--- src/rtl/riscv_ifu.sv ---
// Instruction fetch unit: owns the PC, keeps one instruction-memory read in
// flight at most, and hands each returned word to decode over valid/ready.
module riscv_ifu #(
  parameter int unsigned     XLEN     = 32,
  parameter logic [XLEN-1:0] RESET_PC = 32'h8000_0000
) (
  input  logic            clk,
  input  logic            rst,
  output logic            imem_req_valid,
  input  logic            imem_req_ready,
  output logic [XLEN-1:0] imem_req_addr,
  input  logic            imem_rsp_valid,
  input  logic [31:0]     imem_rsp_data,
  input  logic            redirect_valid,
  input  logic [XLEN-1:0] redirect_pc,
  output logic            if_valid,
  input  logic            if_ready,
  output logic [XLEN-1:0] if_pc,
  output logic [31:0]     if_inst
);

  localparam int unsigned     INST_W  = 32;
  localparam logic [XLEN-1:0] PC_STEP = XLEN'(4);

  typedef enum logic [1:0] {
    S_REQ  = 2'd0,
    S_WAIT = 2'd1,
    S_HOLD = 2'd2
  } state_t;

  state_t              state, state_nxt;
  logic [XLEN-1:0]     pc, pc_nxt;
  logic                kill, kill_nxt;
  logic                if_valid_nxt;
  logic [XLEN-1:0]     if_pc_nxt;
  logic [INST_W-1:0]   if_inst_nxt;
  logic [XLEN-1:0]     redirect_target;

  // Targets are always word aligned; the two low bits carry no information.
  logic unused_redirect_lsb;
  assign unused_redirect_lsb = ^redirect_pc[1:0];
  assign redirect_target     = {redirect_pc[XLEN-1:2], 2'b00};

  always_ff @(posedge clk or posedge rst) begin
    if (rst) begin
      state    <= S_REQ;
      pc       <= RESET_PC;
      kill     <= 1'b0;
      if_valid <= 1'b0;
      if_pc    <= '0;
      if_inst  <= '0;
    end else begin
      state    <= state_nxt;
      pc       <= pc_nxt;
      kill     <= kill_nxt;
      if_valid <= if_valid_nxt;
      if_pc    <= if_pc_nxt;
      if_inst  <= if_inst_nxt;
    end
  end

  always_comb begin
    state_nxt      = state;
    pc_nxt         = pc;
    kill_nxt       = kill;
    if_valid_nxt   = if_valid;
    if_pc_nxt      = if_pc;
    if_inst_nxt    = if_inst;
    imem_req_valid = 1'b0;
    imem_req_addr  = pc;

    case (state)
      S_REQ: begin
        imem_req_valid = 1'b1;
        if (imem_req_ready) state_nxt = S_WAIT;
      end
      S_WAIT: begin
        if (imem_rsp_valid) begin
          if (kill) begin
            // Response belongs to a squashed fetch.
            kill_nxt  = 1'b0;
            state_nxt = S_REQ;
          end else begin
            if_inst_nxt  = imem_rsp_data;
            if_pc_nxt    = pc;
            if_valid_nxt = 1'b1;
            pc_nxt       = pc + PC_STEP;
            state_nxt    = S_HOLD;
          end
        end
      end
      S_HOLD: begin
        if (if_ready) begin
          if_valid_nxt = 1'b0;
          state_nxt    = S_REQ;
        end
      end
      default: state_nxt = S_REQ;
    endcase

    // Redirect overrides everything decided above.
    if (redirect_valid) begin
      pc_nxt       = redirect_target;
      if_valid_nxt = 1'b0;
      if_pc_nxt    = if_pc;
      if_inst_nxt  = if_inst;
      case (state)
        S_REQ: begin
          if (imem_req_ready) begin
            state_nxt = S_WAIT;
            kill_nxt  = 1'b1;
          end else begin
            state_nxt = S_REQ;
          end
        end
        S_WAIT: begin
          if (imem_rsp_valid) begin
            state_nxt = S_REQ;
            kill_nxt  = 1'b0;
          end else begin
            state_nxt = S_WAIT;
            kill_nxt  = 1'b1;
          end
        end
        default: state_nxt = S_REQ;
      endcase
    end
  end

endmodule

--- config.mk ---
export PLATFORM = sky130hd
export DESIGN_NAME = riscv_ifu
export DESIGN_NICKNAME = d
export VERILOG_FILES = /design/src/rtl/riscv_ifu.sv
export SDC_FILE = /design/constraint.sdc
export NUM_CORES = 1
export LEC_CHECK = 0
export ABC_AREA = 0
export CAP_MARGIN = 20
export CORE_ASPECT_RATIO = 1.25
export CORE_UTILIZATION = 50
export DETAILED_ROUTE_END_ITERATION = 7
export DONT_BUFFER_PORTS = 1
export PLACE_DENSITY = 0.64
export SYNTH_ARGS = -nofsm -noshare
export SYNTH_HDL_FRONTEND = slang
export SYNTH_SLANG_ARGS = --single-unit
--- constraint.sdc ---
create_clock -name clk -period 6 [get_ports clk]
set_clock_uncertainty 0.1 [all_clocks]
set_input_delay 1.2 -clock clk [delete_from_list [all_inputs] [get_ports clk]]
set_output_delay 1.2 -clock clk [all_outputs]
set_load 0.01 [all_outputs]
==> impl_summary.txt <==
----------------------------------------------------
[Global route]
  Pin count of the biggest net entering global routing ... between 50 and 60
  Remaining global-route overflow ... 0
  Overall global routing resource usage ... between 20% and 30%
  Number of global-route vias before repair ... between 2000 and 3000
  First-pass GRT wire length ... approximately 14 mm
  Antenna violations before repair ... 0

[Critical path]
  Crit end category ... flip-flop
  Crit start category ... input pin
  Crit path kind ... in -> reg
  Critical path peak fanout ... 20
  Critical path data arrival time ... between 3 and 4 ns
  Data required time at the worst endpoint ... 6.19 ns

[Finish]
  Number of nets in the layout ... between 400 and 500
  Most frequent cells in the layout ... sky130_fd_sc_hd__dfrtp_1, sky130_fd_sc_hd__mux2_2, sky130_fd_sc_hd__nand2_1, sky130_fd_sc_hd__nor2_1, sky130_fd_sc_hd__or4_1
  Final antenna diode count ... 0
  Area growth, synth to finish ... 6.274%
  Layout cell share with drive strength beyond 1 ... 24.01%
  Finished Layout Cells ... ~450
  Most common cell after layout, fill and taps aside ... sky130_fd_sc_hd__dfrtp_1
  Post-layout util ... around 55%

[Floorplan]
  I/O pins ... 168
  Die Area ... 8912 um^2
  Num rows ... 37
  Die W ... around 85 um
  Floorplan die height ... 105.3 um
  Core Footprint ... slightly above 8000 um^2
  Initial Utilization ... 51.79%

[Placement]
  Dpl cells ... 435
  Gp weighted congestion ... roughly 0.74
  Number of I/O port buffers ... 0
  Detailed placer's ending HPWL ... approximately 5.9 mm

[STA]
  Final Slew Violations ... 0
  Hold Vio Cnt, Final ... 0
  Final setup violating endpoints ... 0
  Final worst path period need ... around 3.1 ns
  Total Negative Setup Slacks ... 0 ns
  Setup repair after global routing missed its margin ... no
  Maximum operating frequency ... 320.9 MHz
  Final clock period utilization by the worst path ... between 50 and 60%
  Worst slew margin relative to its limit ... 44.79%
  Transition time of the tightest slew-check pin ... 0.8171 ns

[Run status]
  Violations in the final reports ... DRC
  Result of the run ... complete, but fails checks

[Routing]
  Number of remaining DRC errors ... 11
  Antenna-violating nets left ... 0
  Final routed wire length divided by cell count ... 19.07 um
  Ratio of routed vias to standard cells ... between 6 and 7
  TritonRoute pass-1 iters ... 8
  Violation count after the first detailed-route iteration ... 120
  Post-Route WL ... 8.602 mm
  Via count ... approximately 2800

[Worst hold path]
  Worst hold-check path type ... reg -> reg

[Power]
  P per Cell Area ... approximately 440 nW/um^2
  Static power due to leakage ... 0.001803 uW
  Maximum resistive drop on vdd ... 0.0002238 V

[CTS]
  # clock sinks ... between 90 and 100
  Worst-Skew Late Latency ... 0.36 ns
  TritonCTS clock tree ... built
  CTS Root Cell ... sky130_fd_sc_hd__clkbuf_8
  Number of H-tree branching levels ... 3
  Clock transition at the registers of the reported paths ... 0.09 ns
  CTS buffer count ... 9
  Buffer count from post-CTS setup fixing ... 0
  Count of hold buffers inserted by post-cts repair ... 0
  Buffer depth of the longest clock path ... 2
  Post-cts sizing count ... 0

[Yosys]
  Register bit total from synthesis ... 96
  Summed instance area of the synthesized netlist ... ~4300 um^2
  Number of distinct library cell variants in the gate-level netlist after synthesis ... 41
  Sequential area share after synthesis ... about 56%
  Average cell area after synthesis ... ~12 um^2
  Post-Synthesis Cells ... between 300 and 400
  Warning count from the yosys run ... 0

[Run]
  Max-Cap Viols ... 0

----------------------------------------------------
worst max-delay path: stages:
cell and delay, ns:
sky130_fd_sc_hd__nand4bb_1 0.34, sky130_fd_sc_hd__or4_1 0.97, sky130_fd_sc_hd__or4_1 0.62, sky130_fd_sc_hd__a31oi_1 0.18
flip-flops by register name, indices dropped and copies added (netlist names):
| register | count |
|---|---|
| if_inst | 32 |
| if_pc | 30 |
| if_valid | 1 |
| imem_req_addr | 30 |
| kill | 1 |
| state | 2 |
synth_stat cells:
cell type | count | area share [%]
sky130_fd_sc_hd__a211o_1 | 1 | 0.21
sky130_fd_sc_hd__a211oi_1 | 1 | 0.18
sky130_fd_sc_hd__a21boi_0 | 1 | 0.18
sky130_fd_sc_hd__a21oi_1 | 5 | 0.59
sky130_fd_sc_hd__a31oi_1 | 16 | 2.3
sky130_fd_sc_hd__and2_1 | 1 | 0.15
sky130_fd_sc_hd__and3_1 | 1 | 0.15
sky130_fd_sc_hd__and4_1 | 2 | 0.41
sky130_fd_sc_hd__buf_1 | 1 | 0.088
sky130_fd_sc_hd__buf_2 | 3 | 0.35
sky130_fd_sc_hd__buf_4 | 4 | 0.70
sky130_fd_sc_hd__buf_6 | 2 | 0.53
sky130_fd_sc_hd__clkbuf_1 | 17 | 1.5
sky130_fd_sc_hd__conb_1 | 1 | 0.088
sky130_fd_sc_hd__dfrtp_1 | 95 | 56
sky130_fd_sc_hd__dfstp_2 | 1 | 0.62
sky130_fd_sc_hd__ha_1 | 1 | 0.29
sky130_fd_sc_hd__inv_1 | 6 | 0.53
sky130_fd_sc_hd__inv_2 | 1 | 0.088
sky130_fd_sc_hd__mux2_2 | 62 | 16
sky130_fd_sc_hd__mux2i_1 | 1 | 0.23
sky130_fd_sc_hd__nand2_1 | 23 | 2.0
sky130_fd_sc_hd__nand2b_1 | 1 | 0.15
sky130_fd_sc_hd__nand3_1 | 13 | 1.5
sky130_fd_sc_hd__nand4_1 | 8 | 1.2
sky130_fd_sc_hd__nand4bb_1 | 1 | 0.26
sky130_fd_sc_hd__nor2_1 | 21 | 1.8
sky130_fd_sc_hd__nor3_1 | 2 | 0.23
sky130_fd_sc_hd__nor4_1 | 3 | 0.44
sky130_fd_sc_hd__nor4b_1 | 1 | 0.21
sky130_fd_sc_hd__nor4bb_1 | 1 | 0.23
sky130_fd_sc_hd__o211ai_1 | 6 | 1.1
sky130_fd_sc_hd__o21ai_0 | 11 | 1.3
sky130_fd_sc_hd__o31a_1 | 2 | 0.41
sky130_fd_sc_hd__o31ai_1 | 12 | 2.1
sky130_fd_sc_hd__or2_2 | 1 | 0.15
sky130_fd_sc_hd__or3_1 | 4 | 0.59
sky130_fd_sc_hd__or4_1 | 19 | 3.3
sky130_fd_sc_hd__or4_4 | 1 | 0.26
sky130_fd_sc_hd__xnor2_1 | 3 | 0.62
sky130_fd_sc_hd__xor2_1 | 4 | 0.82
metrics by stage:
| stage | power, uW | hold slack (ns) | cell area (um^2) | setup WS [ns] |
|---|---|---|---|---|
| global route | 2114 | 0.4869 | 4536 | 2.701 |
| CTS | 2026 | 0.4629 | 4536 | 2.871 |
| finish | 2003 | 0.4576 | 4536 | 2.884 |
| global placement | 1497 | 0.4359 | 4290 | 2.513 |
| floorplan | 1432 | 0.4102 | 4279 | 2.196 |
| detailed placement | 1520 | 0.4495 | 4290 | 2.465 |
final cells by class:
cell class / instances / area, um^2
Clock buffer: 11 / 141.4
Clock inverter: 5 / 103.9
Fill cell: 703 / 3705
Inverter: 7 / 28.78
Multi-Input combinational cell: 233 / 1722
Sequential cell: 96 / 2404
Tap cell: 97 / 121.4
Timing Repair Buffer: 2 / 15.01
worst paths after layout:
path	cells past startpoint	slack, ns	to	from
max in group asynchronous	2	4.07	imem_req_addr[14]	rst
worst max register to register	4	3.13	imem_req_addr[26]	state[1]
min in group asynchronous	1	0.64	if_pc[18]	rst
worst min register to register	2	0.46	imem_req_addr[31]	imem_req_addr[31]
worst min-delay path	2	0.46	imem_req_addr[31]	imem_req_addr[31]
worst max-delay path	4	2.88	imem_req_addr[26]	imem_rsp_valid
power by group:
part,internal [uW],total [uW],switching [uW]
Combinational,202,322,120
Clock,288,505,217
Sequential,884,1180,292
Total,1370,2000,628
kinds of logic after synthesis:
group | synth area share [%]
other | 0.08787
AND/OR/NAND/NOR | 13.13
AO/OA/AOI/OAI | 8.356
multiplexers | 16.59
XOR/XNOR | 1.437
adder cells (fa/ha/maj) | 0.2931
flip-flops | 56.32
buffers and inverters | 3.782
routing by layer:
metal / track usage [%] / vias to the layer above / part of all wire, %
li1: - / 1288 / -
met1: 25.41 / 1397 / 41
met2: 32.98 / 101 / 50
met3: 5.403 / 13 / 6.8
met4: 10.90 / 0 / 2.2
met5: 0 / - / 0
Note: power is estimated with default switching activity, not from simulation.
